[config.mk]
export PLATFORM = sky130hd
export DESIGN_NAME = cla_pipe_adder_flat
export DESIGN_NICKNAME = d
export VERILOG_FILES = /design/src/rtl/cla_pkg.sv /design/src/rtl/cla_pipe_adder_if.sv /design/src/rtl/cla_group_gp.sv /design/src/rtl/cla_pipe_adder.sv /design/src/flat_wrapper.sv
export SDC_FILE = /design/constraint.sdc
export NUM_CORES = 1
export LEC_CHECK = 0
export ABC_AREA = 0
export CAP_MARGIN = 30
export CORE_UTILIZATION = 61
export DETAILED_ROUTE_END_ITERATION = 6
export GPL_ROUTABILITY_DRIVEN = 0
export MAX_ROUTING_LAYER = met4
export PLACE_DENSITY = 0.93
export SETUP_SLACK_MARGIN = 0.1
export SYNTH_ARGS = -nofsm -noshare
export SYNTH_HDL_FRONTEND = slang
export SYNTH_SLANG_ARGS = --single-unit
[constraint.sdc]
create_clock -name clock -period 3.2 [get_ports clock]
set_input_delay 0.48 -clock clock [delete_from_list [all_inputs] [get_ports clock]]
set_output_delay 0.48 -clock clock [all_outputs]
set_load 0.03 [all_outputs]
[src/rtl/cla_pkg.sv]
// Shared types and constants for the pipelined carry-lookahead adder.
package cla_pkg;

   // Operation select; the reserved code behaves as ADD.
   typedef enum logic [1:0] {
      OP_ADD  = 2'b00,
      OP_SUB  = 2'b01,
      OP_ADDC = 2'b10,
      OP_RSVD = 2'b11
   } opT;

   localparam int unsigned DEF_WIDTH = 32;
   localparam int unsigned DEF_GROUP = 8;

   // Elaboration-time sanity check: the datapath must split into whole groups.
   function automatic bit geometryOk(input int unsigned width, input int unsigned group);
      return (group != 0) && (width != 0) && ((width % group) == 0);
   endfunction

endpackage : cla_pkg

[src/rtl/cla_pipe_adder_if.sv]
// Operand/result handshake bundle for cla_pipe_adder.
// Optional macro CLA_SAT_EN adds the sat_en operand-side flag.
interface cla_pipe_adder_if
   import cla_pkg::*;
#(
   parameter int unsigned WIDTH = DEF_WIDTH
);
   logic             in_valid;
   logic             in_ready;
   logic [WIDTH-1:0] opA;
   logic [WIDTH-1:0] opB;
   opT               op;
   logic             cin;
   logic             out_valid;
   logic             out_ready;
   logic [WIDTH-1:0] sum;
   logic             cout;
   logic             ovf;
`ifdef CLA_SAT_EN
   logic             sat_en;

   modport master (
      output in_valid, opA, opB, op, cin, sat_en, out_ready,
      input  in_ready, out_valid, sum, cout, ovf
   );
   modport slave (
      input  in_valid, opA, opB, op, cin, sat_en, out_ready,
      output in_ready, out_valid, sum, cout, ovf
   );
`else
   modport master (
      output in_valid, opA, opB, op, cin, out_ready,
      input  in_ready, out_valid, sum, cout, ovf
   );
   modport slave (
      input  in_valid, opA, opB, op, cin, out_ready,
      output in_ready, out_valid, sum, cout, ovf
   );
`endif

endinterface : cla_pipe_adder_if

[src/rtl/cla_group_gp.sv]
// Per-bit generate/propagate and group-level G/P for one lookahead group.
module cla_group_gp #(
   parameter int unsigned GROUP = 8
) (
   input  logic [GROUP-1:0] a,
   input  logic [GROUP-1:0] b,
   output logic [GROUP-1:0] g,
   output logic [GROUP-1:0] p,
   output logic             grpG,
   output logic             grpP
);

   assign g    = a & b;
   assign p    = a | b;
   assign grpP = &p;

   // Group generate: fold from LSB so higher bits dominate (g_top | p_top & ...).
   always_comb begin
      grpG = g[0];
      for (int j = 1; j < int'(GROUP); j++) begin
         grpG = g[j] | (p[j] & grpG);
      end
   end

endmodule : cla_group_gp

[src/rtl/cla_pipe_adder.sv]
// Two-stage pipelined carry-lookahead adder/subtractor with valid/ready flow control.
// Stage 1 registers operands plus bit/group G/P; stage 2 resolves carries and the result.
// Optional macro CLA_SAT_EN: saturate sum on signed overflow when sat_en is set.
module cla_pipe_adder
   import cla_pkg::*;
#(
   parameter int unsigned WIDTH = DEF_WIDTH,
   parameter int unsigned GROUP = DEF_GROUP
) (
   input  logic           clock,
   input  logic           reset_n,
   cla_pipe_adder_if.slave bus
);

   localparam int unsigned NGRP = WIDTH / GROUP;

   if (!geometryOk(WIDTH, GROUP)) begin : gBadGeometry
      $error("cla_pipe_adder: WIDTH must be a non-zero multiple of GROUP");
   end

   logic             s2Adv;
   logic             s1Adv;
   logic [WIDTH-1:0] bEff;
   logic             c0;
   logic [WIDTH-1:0] gBit;
   logic [WIDTH-1:0] pBit;
   logic [NGRP-1:0]  grpG;
   logic [NGRP-1:0]  grpP;

   logic             s1Valid;
   logic [WIDTH-1:0] s1A;
   logic [WIDTH-1:0] s1B;
   logic             s1C0;
   logic [WIDTH-1:0] s1G;
   logic [WIDTH-1:0] s1P;
   logic [NGRP-1:0]  s1GrpG;
   logic [NGRP-1:0]  s1GrpP;
`ifdef CLA_SAT_EN
   logic             s1Sat;
`endif

   logic [WIDTH-1:0] sumNext;
   logic             coutNext;
   logic             ovfNext;

   logic             outValid;
   logic [WIDTH-1:0] sumQ;
   logic             coutQ;
   logic             ovfQ;

   // Pipeline advance: a stage moves when its downstream slot is free or draining.
   assign s2Adv = !outValid || bus.out_ready;
   assign s1Adv = !s1Valid || s2Adv;

   // Operand conditioning: SUB inverts B and injects a carry; ADDC takes cin.
   always_comb begin
      bEff = bus.opB;
      c0   = 1'b0;
      case (bus.op)
         OP_SUB:  begin
            bEff = ~bus.opB;
            c0   = 1'b1;
         end
         OP_ADDC: c0 = bus.cin;
         default: ;
      endcase
   end

   for (genvar k = 0; k < int'(NGRP); k++) begin : gGrp
      cla_group_gp #(.GROUP(GROUP)) uGroupGp (
         .a    (bus.opA[k*GROUP +: GROUP]),
         .b    (bEff[k*GROUP +: GROUP]),
         .g    (gBit[k*GROUP +: GROUP]),
         .p    (pBit[k*GROUP +: GROUP]),
         .grpG (grpG[k]),
         .grpP (grpP[k])
      );
   end

   // Stage 1 register: conditioned operands and lookahead terms.
   always_ff @(posedge clock or negedge reset_n) begin
      if (!reset_n) begin
         s1Valid <= 1'b0;
         s1A     <= '0;
         s1B     <= '0;
         s1C0    <= 1'b0;
         s1G     <= '0;
         s1P     <= '0;
         s1GrpG  <= '0;
         s1GrpP  <= '0;
`ifdef CLA_SAT_EN
         s1Sat   <= 1'b0;
`endif
      end else if (s1Adv) begin
         s1Valid <= bus.in_valid;
         if (bus.in_valid) begin
            s1A    <= bus.opA;
            s1B    <= bEff;
            s1C0   <= c0;
            s1G    <= gBit;
            s1P    <= pBit;
            s1GrpG <= grpG;
            s1GrpP <= grpP;
`ifdef CLA_SAT_EN
            s1Sat  <= bus.sat_en;
`endif
         end
      end
   end

   // Stage 2 logic: group carry chain, in-group lookahead, sum, cout and overflow.
   always_comb begin : s2Comb
      logic [NGRP:0]  grpC;
      logic [WIDTH:0] c;
      grpC    = '0;
      c       = '0;
      grpC[0] = s1C0;
      for (int k = 0; k < int'(NGRP); k++) begin
         grpC[k+1] = s1GrpG[k] | (s1GrpP[k] & grpC[k]);
      end
      c[0] = grpC[0];
      for (int i = 0; i < int'(WIDTH); i++) begin
         if (((i + 1) % int'(GROUP)) == 0) begin
            c[i+1] = grpC[(i + 1) / int'(GROUP)];
         end else begin
            c[i+1] = s1G[i] | (s1P[i] & c[i]);
         end
      end
      sumNext  = s1A ^ s1B ^ c[WIDTH-1:0];
      coutNext = c[WIDTH];
      ovfNext  = c[WIDTH-1] ^ c[WIDTH];
`ifdef CLA_SAT_EN
      // Carry-out clear on overflow means both operands were non-negative.
      if (s1Sat && ovfNext) begin
         sumNext = {c[WIDTH], {(WIDTH-1){~c[WIDTH]}}};
      end
`endif
   end

   // Stage 2 register: result held while the consumer stalls.
   always_ff @(posedge clock or negedge reset_n) begin
      if (!reset_n) begin
         outValid <= 1'b0;
         sumQ     <= '0;
         coutQ    <= 1'b0;
         ovfQ     <= 1'b0;
      end else if (s2Adv) begin
         outValid <= s1Valid;
         if (s1Valid) begin
            sumQ  <= sumNext;
            coutQ <= coutNext;
            ovfQ  <= ovfNext;
         end
      end
   end

   assign bus.in_ready  = s1Adv;
   assign bus.out_valid = outValid;
   assign bus.sum       = sumQ;
   assign bus.cout      = coutQ;
   assign bus.ovf       = ovfQ;

endmodule : cla_pipe_adder

[src/flat_wrapper.sv]
// flat-port wrapper written by rule: the top's interface ports become plain ports
module cla_pipe_adder_flat import cla_pkg::*;
#(
   parameter int unsigned WIDTH = DEF_WIDTH,
   parameter int unsigned GROUP = DEF_GROUP
)
  (clock, reset_n, bus_in_valid, bus_opA, bus_opB, bus_op, bus_cin, bus_out_ready, bus_in_ready, bus_out_valid, bus_sum, bus_cout, bus_ovf);
  cla_pipe_adder_if #(.WIDTH(WIDTH)) bus_i ();
  input  logic clock;
  input  logic reset_n;
  input wire logic [$bits(bus_i.in_valid)-1:0] bus_in_valid;
  input wire logic [$bits(bus_i.opA)-1:0] bus_opA;
  input wire logic [$bits(bus_i.opB)-1:0] bus_opB;
  input wire logic [$bits(bus_i.op)-1:0] bus_op;
  input wire logic [$bits(bus_i.cin)-1:0] bus_cin;
  input wire logic [$bits(bus_i.out_ready)-1:0] bus_out_ready;
  output wire logic [$bits(bus_i.in_ready)-1:0] bus_in_ready;
  output wire logic [$bits(bus_i.out_valid)-1:0] bus_out_valid;
  output wire logic [$bits(bus_i.sum)-1:0] bus_sum;
  output wire logic [$bits(bus_i.cout)-1:0] bus_cout;
  output wire logic [$bits(bus_i.ovf)-1:0] bus_ovf;
  assign bus_i.in_valid = bus_in_valid;
  assign bus_i.opA = bus_opA;
  assign bus_i.opB = bus_opB;
  assign bus_i.op = bus_op;
  assign bus_i.cin = bus_cin;
  assign bus_i.out_ready = bus_out_ready;
  assign bus_in_ready = bus_i.in_ready;
  assign bus_out_valid = bus_i.out_valid;
  assign bus_sum = bus_i.sum;
  assign bus_cout = bus_i.cout;
  assign bus_ovf = bus_i.ovf;
  cla_pipe_adder #(.WIDTH(WIDTH), .GROUP(GROUP)) u_core (.clock(clock), .reset_n(reset_n), .bus(bus_i));
endmodule
* After elaboration in Yosys (flattened, before gate mapping)
Index checks and enable logic that the tools add are counted.
** Word-level totals
- Register bits after elaboration :: 171
- Logic and storage cells :: 158
- Output and inout bits :: 36
- Input bits :: 71
** Operators by class
- Muxes and demuxes :: 2
- Equality and inequality tests :: 2
- Bitwise logic cells :: 132
- Reductions and logical operators :: 10
** Operators with widths (count)
- 32-bit bitwise XOR :: 2
- 1-bit bitwise AND :: 60
- 1-bit OR :: 60
- 8-bit bitwise AND :: 4
- 32-bit two-way mux :: 1
- 32-bit NOT :: 1
- 8-bit OR :: 4
- 8-bit AND reduction :: 4
- 2-bit AND reduction :: 2
- 2-bit by 1-bit equality test with 1-bit output, second input constant :: 1
- 2-bit equality test, second input constant :: 1
- 1-bit logical NOT :: 2
- 1-bit logical OR :: 2
- 1-bit one-hot mux with 2 select lines :: 1
- 1-bit bitwise XOR :: 1

* Longest topological paths before layout
- Word-level depth :: 21
- Depth in mapped cells :: 10
- Gate-level depth less buffers :: 8

* Cells and area by module
Synthesis repeated with hierarchy kept, for this count alone.
** Unflattened totals
- Cells, all modules :: 714
- Area, all modules :: 8257.9 um2
** Modules (own cells, without submodules)
- cla_pipe_adder :: area an instance 7547.2 um2, seq. area each 4129.0 um2, instances 1, cells each 594
- cla_group_gp :: area an instance 177.7 um2, seq. area each 0.0 um2, instances 4, cells each 30

* Worst setup path after synthesis
No wires, ideal clock.
- Path kind :: register -> register
- Start :: register u_core.outValid (netlist: u_core.bus.out_valid)
- End :: register u_core.s1GrpG[2]
- Setup slack :: 1309 ps
- Setup time :: 128 ps
- Data arrival time :: 1763 ps
- Required time :: 3072 ps
- Cell stages (with the launch flop) :: 9
- Buffers on the path :: 2
- Period minus slack after synthesis :: 1891 ps
- Cells stage by stage :: dfrtp_1 > and3b_1 > inv_1 > and2_1 > buf_2 > buf_2 > nand3_1 > o32ai_1 > a21oi_1
** On the way
- Cells in the longest elaborated chain, start to end :: 4
** Ends and longest elaborated chain
- start, declared :: RTL line cla_pipe_adder.sv:46 : logic outValid;
- start signal, assigned :: RTL line cla_pipe_adder.sv:148 : outValid <= s1Valid;
- 1-bit logical NOT :: RTL line cla_pipe_adder.sv:52 : assign s2Adv = !outValid || bus.out_ready;
- 1-bit logical OR :: RTL line cla_pipe_adder.sv:52
- 1-bit logical OR :: RTL line cla_pipe_adder.sv:53 : assign s1Adv = !s1Valid || s2Adv;
- via bus_in_ready :: RTL line flat_wrapper.sv:17 : output wire logic [$bits(bus_i.in_ready)-1:0] bus_in_ready;
- 2-bit AND reduction (no line)
- end signal, assigned :: RTL line cla_pipe_adder.sv:102 : s1GrpG <= grpG;
- end, declared :: RTL line cla_pipe_adder.sv:36 : logic [NGRP-1:0] s1GrpG;
The timed path passes the listed nets, and every way through them passes these cells.
A chain may end at the register's enable or synchronous reset.

* Worst setup path in the final report
- Start :: input bus_out_ready
- End :: output bus_in_ready
** On the way
- Cells in the longest elaborated chain, start to end :: 2
** Ends and longest elaborated chain
- start, declared :: RTL line flat_wrapper.sv:16 : input wire logic [$bits(bus_i.out_ready)-1:0] bus_out_ready;
- 1-bit logical OR :: RTL line cla_pipe_adder.sv:52
- 1-bit logical OR :: RTL line cla_pipe_adder.sv:53
- end, declared :: RTL line flat_wrapper.sv:17
Every way passes these cells.

==> metrics.txt <==
status finished with violations; failing checks design-rule violations; Peak VDD IR 0.000421 V; commonest non-fill, non-tap cell in the layout nand2_1; overall fraction of global-route tracks in use 0.311; Req. time, crit path roughly 2.7 ns; top_reg_cell synth dfrtp_1; dpl cell area around 10000 um2; clock skew 0.00645 ns; CTS clock-pin slew for the worst setup and hold paths 0.06 ns; register area share after synthesis 0.478; mux contribution to synthesized area 0.00521; Achievable Freq 0.379 GHz; CTS Buf Count 17; Syn Area/Cell around 8.4 um2; initial antenna violation count 1; slowest cell on the critical path clkdlybuf4s50_1; total grt overflow 0; Post-Synth Adder-Cell Area 0.00637; Rows 43; total core area 13800 um2; layout cell share with drive strength beyond 1 0.0541; final instance area 10500 um2; DRC viols 18; post-cts resize count 0; CP max FO 4; first-pass GRT wire length 34300 um; XOR/XNOR share of the synthesized area 0.0973; Iter 0 DRT Violations 992; dpl hpwl between 10000 and 15000 um; normalized max-slew margin 0.506; Initial DRT Pass Iterations 7; Synth Area in Compound Gates 0.157; H-tree lvl count 4; IO buf count approximately 110; register bit count reported by yosys 165; CP Class in2out; max incr delay on CP 0.73 ns; die width 121 um; Starting Density 0.625; Hold Path Class in2async; Post-Synth Simple-Gate Area 0.217; Leakage 0.00489 uW; fin. max-slew vios 0; largest family of logic cells by synthesized area simple AND/OR/NAND/NOR gates; Bufs and invs on worst path 3; worst-margin pin slew 0.740 ns; CTS tree done; CP arrival 2.16 ns; Async SR Flop Fraction 1.00; netlist area before placement approximately 8600 um2; vias in the first global route 7155; worst-skew pair later-pin latency 0.43 ns; setup violators final 0; unrepaired setup endpoints after global routing false; Yosys cell types 54; final worst-path cycle share 0.824; Setup TNS Final 0 ns; DR WL/cell 16.0 um; placed cell count 1277; crit-path most repeated cell clkdlybuf4s50_1; Overall Power 7090 uW; YS warnings 0; TritonCTS Sinks about 170; Final Critical Period 2.64 ns; die area 14700 um2; I/O pin total about 110; WL final between 20000 and 25000 um; Post-synth EDFFs 0; root buf cell clkbuf_16; P&R area growth vs syn 21.0%; Syn Inst Count 1025; power per cell area ~680 nW/um2; final hold vios 0; most frequent cells in the layout nand2_1 (341), dfrtp_1 (165), clkdlybuf4s50_1 (105); antenna viol nets, final 0; maxcap violations 0; FILL cells 921; CP cell instances clkdlybuf4s50_1 > and3b_1 > inv_1 > clkdlybuf4s50_1; WHS 0.0921 ns; pin count of the biggest net entering global routing 81; non-filler cells, final 1308; via count 7698; nets 1189; Die Height 121 um; type of origin of the critical path primary input; vias per cell around 6; Setup Fix Bufs, Post-CTS 0; CP endpoint kind output port; CTS hold repair buffers 0; delay-heaviest family, CP buffers and inverters; CTS max path bufs 2; Mapped Nets 1098
## stage by stage
step / util / setup WS (ns)
floorplan: - / 1.31
global placement: 0.714 / 0.582
detailed placement: 0.714 / 0.508
CTS: 0.756 / 0.584
global route: 0.757 / 0.510
finish: 0.757 / 0.563
## path summary, 6_finish.rpt
path	slack, ns	to	start	cells after the start
max	0.56	bus_in_ready	bus_out_ready	4
min	0.09	u_core.bus.sum[20]$_DFFE_PN0P_	reset_n	1
max reg2reg	1.05	u_core.s1GrpG[1]$_DFFE_PN0P_	u_core.s1Valid$_DFFE_PN0N_	7
min reg2reg	0.47	u_core.s1G[6]$_DFFE_PN0P_	u_core.s1G[6]$_DFFE_PN0P_	2
max in group asynchronous	2.32	u_core.s1G[28]$_DFFE_PN0P_	reset_n	2
min in group clock	0.47	u_core.s1G[6]$_DFFE_PN0P_	u_core.s1G[6]$_DFFE_PN0P_	2
## logic make-up after synthesis
logic type                 Yosys count
buffers and inverters               77
muxes                                4
xor gates and xnor gates            96
AOI/OAI and AO/OA                  222
and+or+nand+nor                    456
DFF                                165
adders and majority gates            5
## final cells by class
type	count	area [um2]	area share
Multi-Input combinational cell	783	4200	0.402
Sequential cell	165	4130	0.395
Timing Repair Buffer	124	1220	0.117
Clock buffer	27	523	0.0500
Tap cell	180	225	0.0215
Inverter	25	93.8	0.00897
Clock inverter	3	65.1	0.00622
Antenna cell	1	2.50	0.000239
## registers in the layout (all words and copies together) (netlist names)
register,cells
u_core.bus.out_valid,1
u_core.bus.cout,1
u_core.s1A,32
u_core.bus.ovf,1
u_core.s1G,28
u_core.s1Valid,1
u_core.s1GrpP,4
u_core.s1B,32
u_core.s1GrpG,4
u_core.s1P,28
u_core.bus.sum,32
u_core.s1C0,1
## Yosys cell counts, types with 2 or more instances
master,number,share of area
a211oi_1,4,0.0035
a21o_1,10,0.0087
a21oi_1,38,0.022
a21oi_2,3,0.0030
a221oi_1,6,0.0061
a22oi_1,3,0.0026
a31oi_1,13,0.0094
and2_1,2,0.0014
buf_1,5,0.0022
buf_2,25,0.014
buf_4,3,0.0026
clkbuf_1,18,0.0078
dfrtp_1,165,0.48
ha_1,2,0.0029
inv_1,25,0.011
maj3_1,3,0.0035
mux2_2,4,0.0052
nand2_1,343,0.15
nand2b_1,23,0.017
nand3_1,33,0.019
nand4_1,2,0.0014
nor2_1,27,0.012
nor2b_1,9,0.0065
nor3_1,10,0.0058
o211ai_1,4,0.0035
o21a_1,3,0.0026
o21ai_0,84,0.049
o21ai_1,9,0.0052
o21bai_1,2,0.0017
o221ai_1,6,0.0061
o22a_1,4,0.0041
o22ai_1,20,0.014
o31ai_1,2,0.0017
xnor2_1,53,0.054
xor2_1,43,0.044
## where the power goes
part           switching [uW]  internal (uW)
sequential                292           2510
combinational            1280            958
clock                     790           1260
total                    2360           4740
## routing by layer
layer | vias up | wire [um] | track usage
li1 | 3603 | - | -
met1 | 3672 | 8840 | 0.403
met2 | 349 | 10100 | 0.483
met3 | 74 | 1420 | 0.0526
met4 | 0 | 671 | 0.140
met5 | - | 0 | -
## worst reg2reg max path, delay by kind of cell, from the launching register on
kind	cells	cell delay, ns
AO/OA/AOI/OAI	3	0.77
AND/OR/NAND/NOR	3	0.60
buffers and inverters	1	0.22
flip-flops	1	0.46
Note: power is estimated with default switching activity, not from simulation.
